[src/rtl/decoder_pkg.sv]
// Shared constants, FSM state encoding and the binary-to-one-hot helper.
// Used by the bus interface, the FIFO wrapper and the display FSM.
package decoder_pkg;

    localparam int unsigned CODE_W   = 3;
    localparam int unsigned ONEHOT_W = 8;
    localparam int unsigned DWELL_W  = 8;

    typedef enum logic [0:0] {
        IDLE = 1'b0,
        SHOW = 1'b1
    } state_e;

    // Binary code to one-hot word; used only on the registered load path.
    function automatic logic [ONEHOT_W-1:0] to_onehot(input logic [CODE_W-1:0] code);
        logic [ONEHOT_W-1:0] oh;
        oh = '0;
        case (code)
            3'd0:    oh = 8'h01;
            3'd1:    oh = 8'h02;
            3'd2:    oh = 8'h04;
            3'd3:    oh = 8'h08;
            3'd4:    oh = 8'h10;
            3'd5:    oh = 8'h20;
            3'd6:    oh = 8'h40;
            default: oh = 8'h80;
        endcase
        return oh;
    endfunction

endpackage

[src/rtl/onehot_decoder_if.sv]
// Producer/display bus of the one-hot decoder.
// master: producer/observer side (drives in_valid, in_code, en).
// slave : decoder side (drives in_ready, out, out_valid, busy, count).
interface onehot_decoder_if #(
    parameter int unsigned DEPTH = 4
);
    import decoder_pkg::*;

    localparam int unsigned CNT_W = $clog2(DEPTH) + 1;

    logic                in_valid;
    logic                in_ready;
    logic [CODE_W-1:0]   in_code;
    logic                en;
    logic [ONEHOT_W-1:0] out;
    logic                out_valid;
    logic                busy;
    logic [CNT_W-1:0]    count;

    modport master (
        output in_valid, in_code, en,
        input  in_ready, out, out_valid, busy, count
    );

    modport slave (
        input  in_valid, in_code, en,
        output in_ready, out, out_valid, busy, count
    );

endinterface

[src/rtl/sync_fifo.sv]
// Single-clock FIFO with synchronous active-high reset.
// Ports: clk, rst, push/wdata (ignored when full), pop/rdata (ignored when
// empty, rdata is the current head), full, empty, count (occupancy).
module sync_fifo #(
    parameter int unsigned WIDTH = 3,
    parameter int unsigned DEPTH = 4
) (
    input  logic                     clk,
    input  logic                     rst,
    input  logic                     push,
    input  logic                     pop,
    input  logic [WIDTH-1:0]         wdata,
    output logic [WIDTH-1:0]         rdata,
    output logic                     full,
    output logic                     empty,
    output logic [$clog2(DEPTH):0]   count
);

    localparam int unsigned AW = $clog2(DEPTH);
    localparam int unsigned CW = AW + 1;

    logic [WIDTH-1:0] mem_q [DEPTH];
    logic [WIDTH-1:0] mem_d [DEPTH];
    logic [AW-1:0]    wr_ptr_q, wr_ptr_d;
    logic [AW-1:0]    rd_ptr_q, rd_ptr_d;
    logic [CW-1:0]    count_q,  count_d;
    logic             push_ok, pop_ok;

    assign full    = (count_q == CW'(DEPTH));
    assign empty   = (count_q == '0);
    assign count   = count_q;
    assign rdata   = mem_q[rd_ptr_q];
    assign push_ok = push && !full;
    assign pop_ok  = pop && !empty;

    // Pointers wrap naturally because DEPTH is a power of two.
    always_comb begin
        mem_d    = mem_q;
        wr_ptr_d = wr_ptr_q;
        rd_ptr_d = rd_ptr_q;
        count_d  = count_q + CW'(push_ok) - CW'(pop_ok);
        if (push_ok) begin
            mem_d[wr_ptr_q] = wdata;
            wr_ptr_d        = wr_ptr_q + AW'(1);
        end
        if (pop_ok) begin
            rd_ptr_d = rd_ptr_q + AW'(1);
        end
    end

    always_ff @(posedge clk) begin
        if (rst) begin
            wr_ptr_q <= '0;
            rd_ptr_q <= '0;
            count_q  <= '0;
        end else begin
            wr_ptr_q <= wr_ptr_d;
            rd_ptr_q <= rd_ptr_d;
            count_q  <= count_d;
        end
    end

    // Storage needs no reset: it is only read behind a non-zero count.
    always_ff @(posedge clk) begin
        mem_q <= mem_d;
    end

endmodule

[src/rtl/onehot_decoder.sv]
// Queues 3-bit codes in a FIFO and shows each as a one-hot word for DWELL
// enabled cycles, back to back while codes are pending.
// Ports: clk, rst (sync, active-high), bus (slave): in_valid/in_ready/in_code
// input handshake, en display enable, out/out_valid display, busy, count.
module onehot_decoder
    import decoder_pkg::*;
#(
    parameter int unsigned DEPTH = 4,
    parameter int unsigned DWELL = 4
) (
    input logic              clk,
    input logic              rst,
    onehot_decoder_if.slave  bus
);

    state_e               state_q, state_d;
    logic [DWELL_W-1:0]   dwell_q, dwell_d;
    logic [ONEHOT_W-1:0]  out_q,   out_d;
    logic                 pop;
    logic [CODE_W-1:0]    head;
    logic                 fifo_full;
    logic                 fifo_empty;

    sync_fifo #(
        .WIDTH (CODE_W),
        .DEPTH (DEPTH)
    ) u_fifo (
        .clk   (clk),
        .rst   (rst),
        .push  (bus.in_valid),
        .pop   (pop),
        .wdata (bus.in_code),
        .rdata (head),
        .full  (fifo_full),
        .empty (fifo_empty),
        .count (bus.count)
    );

    // in_ready looks only at occupancy, so a full FIFO stalls even on a pop.
    assign bus.in_ready  = !fifo_full;
    // Disabling the display blanks it immediately without losing progress.
    assign bus.out       = bus.en ? out_q : '0;
    assign bus.out_valid = bus.en && (state_q == SHOW);
    assign bus.busy      = (state_q == SHOW) || !fifo_empty;

    // Next-state: load head on entry or on dwell expiry; en=0 freezes all.
    always_comb begin
        state_d = state_q;
        dwell_d = dwell_q;
        out_d   = out_q;
        pop     = 1'b0;
        if (bus.en) begin
            case (state_q)
                IDLE: begin
                    out_d = '0;
                    if (!fifo_empty) begin
                        pop     = 1'b1;
                        out_d   = to_onehot(head);
                        dwell_d = DWELL_W'(DWELL - 1);
                        state_d = SHOW;
                    end
                end
                SHOW: begin
                    if (dwell_q != '0) begin
                        dwell_d = dwell_q - DWELL_W'(1);
                    end else if (!fifo_empty) begin
                        pop     = 1'b1;
                        out_d   = to_onehot(head);
                        dwell_d = DWELL_W'(DWELL - 1);
                    end else begin
                        out_d   = '0;
                        state_d = IDLE;
                    end
                end
                default: begin
                    out_d   = '0;
                    dwell_d = '0;
                    state_d = IDLE;
                end
            endcase
        end
    end

    always_ff @(posedge clk) begin
        if (rst) begin
            state_q <= IDLE;
            dwell_q <= '0;
            out_q   <= '0;
        end else begin
            state_q <= state_d;
            dwell_q <= dwell_d;
            out_q   <= out_d;
        end
    end

endmodule

[src/flat_wrapper.sv]
// flat-port wrapper written by rule: the top's interface ports become plain ports
module onehot_decoder_flat import decoder_pkg::*;
#(
    parameter int unsigned DEPTH = 4,
    parameter int unsigned DWELL = 4
)
  (clk, rst, bus_in_valid, bus_in_code, bus_en, bus_in_ready, bus_out, bus_out_valid, bus_busy, bus_count);
  onehot_decoder_if #(.DEPTH(DEPTH)) bus_i ();
  input logic clk;
  input logic rst;
  input wire logic [$bits(bus_i.in_valid)-1:0] bus_in_valid;
  input wire logic [$bits(bus_i.in_code)-1:0] bus_in_code;
  input wire logic [$bits(bus_i.en)-1:0] bus_en;
  output wire logic [$bits(bus_i.in_ready)-1:0] bus_in_ready;
  output wire logic [$bits(bus_i.out)-1:0] bus_out;
  output wire logic [$bits(bus_i.out_valid)-1:0] bus_out_valid;
  output wire logic [$bits(bus_i.busy)-1:0] bus_busy;
  output wire logic [$bits(bus_i.count)-1:0] bus_count;
  assign bus_i.in_valid = bus_in_valid;
  assign bus_i.in_code = bus_in_code;
  assign bus_i.en = bus_en;
  assign bus_in_ready = bus_i.in_ready;
  assign bus_out = bus_i.out;
  assign bus_out_valid = bus_i.out_valid;
  assign bus_busy = bus_i.busy;
  assign bus_count = bus_i.count;
  onehot_decoder #(.DEPTH(DEPTH), .DWELL(DWELL)) u_core (.clk(clk), .rst(rst), .bus(bus_i));
endmodule
[config.mk]
export PLATFORM = sky130hd
export DESIGN_NAME = onehot_decoder_flat
export DESIGN_NICKNAME = d
export VERILOG_FILES = /design/src/rtl/decoder_pkg.sv /design/src/rtl/onehot_decoder_if.sv /design/src/rtl/sync_fifo.sv /design/src/rtl/onehot_decoder.sv /design/src/flat_wrapper.sv
export SDC_FILE = /design/constraint.sdc
export NUM_CORES = 1
export LEC_CHECK = 0
export CORE_MARGIN = 5
export CORE_UTILIZATION = 45
export DETAILED_ROUTE_END_ITERATION = 6
export DONT_BUFFER_PORTS = 1
export PLACE_DENSITY = 0.71
export SLEW_MARGIN = 20
export SYNTH_ARGS = -nofsm -noshare
export SYNTH_HDL_FRONTEND = slang
export SYNTH_SLANG_ARGS = --single-unit
[constraint.sdc]
create_clock -name clk -period 3.05 [get_ports clk]
set_input_delay 0.4575 -clock clk [delete_from_list [all_inputs] [get_ports clk]]
set_output_delay 0.4575 -clock clk [all_outputs]
set_load 0.01 [all_outputs]
==> impl_metrics.json <==
{
  "setup_repair_after_global_routing_missed_its_margin": "false",
  "power_report.internal_total_mw": 1.03,
  "grt_pass1_vias": 1260,
  "finalWorstSetupSlack_ns": 0.364,
  "gr-total-overflow": 0,
  "power_leakage_nw": 0.677,
  "synthMostInstantiatedCell": "sky130_fd_sc_hd__dfxtp_1",
  "route.detailed.drc": 0,
  "critPathMostFrequentCell": "sky130_fd_sc_hd__ha_1",
  "post_synth_instance_area_um2": 1760,
  "outcome": "complete, no violations",
  "drt_iter0_markers": 79,
  "chipWidth_um": 72.6,
  "post_synth_main_area_contributors": "sky130_fd_sc_hd__dfxtp_1 27%, sky130_fd_sc_hd__edfxtp_1 20%, sky130_fd_sc_hd__ha_1 5.7%",
  "hp-class": "in2reg",
  "num-fill-cells": 352,
  "netSwitchingFraction": 0.345,
  "gpl.final_weighted_congestion": 0.872,
  "detailedPlace.worstSlack_ns": 0.388,
  "fin_nets": 177,
  "combinationalPowerShare": 0.317,
  "finalSetupViolations": 0,
  "asyncSetResetFlopFracSynth": 0,
  "detailed_route_wire_length_per_cell_um": 16.2,
  "clock_period_minus_final_worst_setup_slack_ns": 2.69,
  "library_cell_contributing_the_largest_single_delay_on_the_critical_path": "sky130_fd_sc_hd__dfxtp_1",
  "number_of_enable_type_register_cells_in_the_synthesized_netlist": 12,
  "tritoncts.num_buffers": 5,
  "layout.cell_area.non_filler_um2": 1910,
  "clock-sinks": 36,
  "synthTopCellsByCount": "24 x sky130_fd_sc_hd__dfxtp_1, 12 x sky130_fd_sc_hd__edfxtp_1, 12 x sky130_fd_sc_hd__inv_1",
  "synth_sequential_area_ratio": 0.477,
  "report.final.hold_viol_count": 0,
  "yosys_register_bits": 36,
  "seqCellArea_um2": 841,
  "rows": 22,
  "post_synth_num_cell_types": 53,
  "tritoncts_clock_tree": "yes",
  "critPathMaxFanout": 8,
  "cts_hold_buffers": 0,
  "setup.worst_path.start_class": "register",
  "fp.coreArea_um2": 3720,
  "worst-endpoint-arrival_ns": 2.87,
  "via_per_inst": 5.92,
  "post_layout_nonfiller_instances": 210,
  "fin_crit_sh": 0.881,
  "power.density_nw_per_um2": 823,
  "worstPathBufferInverterCount": 2,
  "setup_total_negative_slack_ns": 0,
  "timing.slew.headroom": 0.623,
  "buffer_ports.inserted": 0,
  "ant_nets": 0,
  "critical_path_class": "reg2reg",
  "share_seq_of_total_power": 0.420,
  "fp.dieArea_um2": 5270,
  "switching_power_mw": 0.542,
  "die_h_um": 72.6,
  "largest_net_degree_at_the_start_of_global_routing": 20,
  "top_level_ports": 21,
  "worst_setup_hold_path_clk_slew_ns": 0.07,
  "maxSlewViolCount": 0,
  "crit_path_end_kind": "register",
  "worst_skew_pair.late_latency_ns": 0.29,
  "path_delay_family": "adder cells",
  "maxClockFrequency_ghz": 0.372,
  "area_delta_synth_final_pct": 8.37,
  "grt_pass1_wl_um": 5890,
  "multi_input_area_um2": 847,
  "fraction_of_layout_instances_using_a_drive_strength_above_1": 0.167,
  "max_stage_delay_ns": 0.38,
  "drt_pre_antenna_iters": 4,
  "detailed_place_hpwl_um": 2420,
  "num_antenna_cells": 0,
  "fraction_of_synthesized_cell_area_taken_by_the_top_area_cell_type": 0.272,
  "route.vias.total": 1244,
  "cts_root_buf": "sky130_fd_sc_hd__clkbuf_8",
  "proportion_of_power_drawn_by_the_clock_network": 0.263,
  "wl_um": 3410,
  "synth_area_leader_cell": "sky130_fd_sc_hd__dfxtp_1",
  "cts_max_path_buffers": 2,
  "dominantRegCellSynth": "sky130_fd_sc_hd__dfxtp_1",
  "finalClockSkew_ns": 0.00524,
  "worst_pin_slew_ns": 0.561,
  "synth.net_count": 174,
  "syn_avg_cell_area_um2": 11.2,
  "cp.required_ns": 3.24,
  "ys_warn_count": 0,
  "drv_cap": 0,
  "reg2reg_setup_slack_ns": 0.36,
  "cp_cell_sequence": "inv_1, ha_1, nor3b_1, a21boi_2, nor2_1, ha_1, inv_1, ha_1, fa_1, xnor2_1, xnor2_1, nor2_1",
  "placed_insts": 202,
  "place_area_um2": 1800,
  "postCtsResizedCells": 0,
  "post_cts_buffers": 0,
  "synthesized_instance_count": 158,
  "grt_util_all_layers": 0.146,
  "cts-htree-levels": 2,
  "start_util": 0.475,
  "ir_drop_mv": 0.421,
  "fin_worst_hold_slack_ns": 0.225,
  "number_of_antenna_violations_at_the_first_check_in_global_routing": 0
}
[through the flow]
step	power (mW)	util
6_report	1.57	0.514
5_1_grt	1.68	0.514
4_1_cts	1.58	0.514
3_5_place_dp	1.16	0.486
3_3_place_gp	1.14	0.486
2_1_floorplan	1.06	-
[state kept, by name, summed over array words and instances (netlist names)]
register,count
u_core.state_q,1
u_core.u_fifo.count,3
u_core.u_fifo.wr_ptr_q,2
u_core.u_fifo.rd_ptr_q,2
u_core.out_q,8
u_core.dwell_q,8
u_core.u_fifo.mem_q,12
[cell families (layout without fill, tap and decap cells)]
| kind of cell | Yosys count | in the layout | share of synthesized area |
|---|---|---|---|
| buffers and inverters | 18 | 22 | 0.0433 |
| flip-flops | 36 | 36 | 0.477 |
| adder cells (fa/ha/maj) | 9 | 9 | 0.0681 |
| multiplexers | 3 | 3 | 0.0383 |
| XOR/XNOR | 3 | 3 | 0.0149 |
| AO/OA/AOI/OAI | 38 | 38 | 0.189 |
| AND/OR/NAND/NOR | 51 | 51 | 0.170 |
[power groups by stage]
stage | clock network, mW | logic (mW) | registers [mW]
floorplan | 0 | 0.424 | 0.639
CTS | 0.421 | 0.498 | 0.662
finish | 0.414 | 0.499 | 0.661
detailed placement | 0 | 0.491 | 0.672
global route | 0.450 | 0.552 | 0.677
global placement | 0 | 0.475 | 0.666
[cells in the final DEF (no fill, tap or decap), drive strengths merged, types with 4 or more instances in the layout]
master,synthesis,layout
dfxtp,24,24
inv,13,13
edfxtp,12,12
and2,9,9
ha,8,8
nor2,7,7
nand2,7,7
nor3,7,7
clkbuf,3,6
a211oi,6,6
a21oi,5,5
and3,4,4
a32o,4,4
a31oi,4,4
[routing by layer]
layer  routed length, um  part of all wire  global-route usage  vias to the layer above
li1                    -                 -                   -                      595
met1                1520              0.45               0.185                      604
met2                1570              0.46               0.219                       37
met3                 232             0.068              0.0482                        8
met4                  78             0.023              0.0779                        0
met5                   0                 0                   0                        -
[final timing paths]
| kind | startpoint | to | depth (start not counted) |
|---|---|---|---|
| min reg2reg | u_core.out_q[0] | u_core.out_q[0] | 1 |
| max | u_core.dwell_q[0] | u_core.u_fifo.count[2] | 12 |
| max reg2reg | u_core.dwell_q[0] | u_core.u_fifo.count[2] | 12 |
| min | rst | u_core.u_fifo.wr_ptr_q[1] | 1 |
[final cells by class]
type	instances	share of cell area
timing repair buffer	1	0.00393
inverter	13	0.0255
clock buffer	6	0.0380
clock inverter	2	0.0183
multi-input combinational	104	0.443
sequential	36	0.440
tap	48	0.0314
Power figures use the tool's default switching activity.
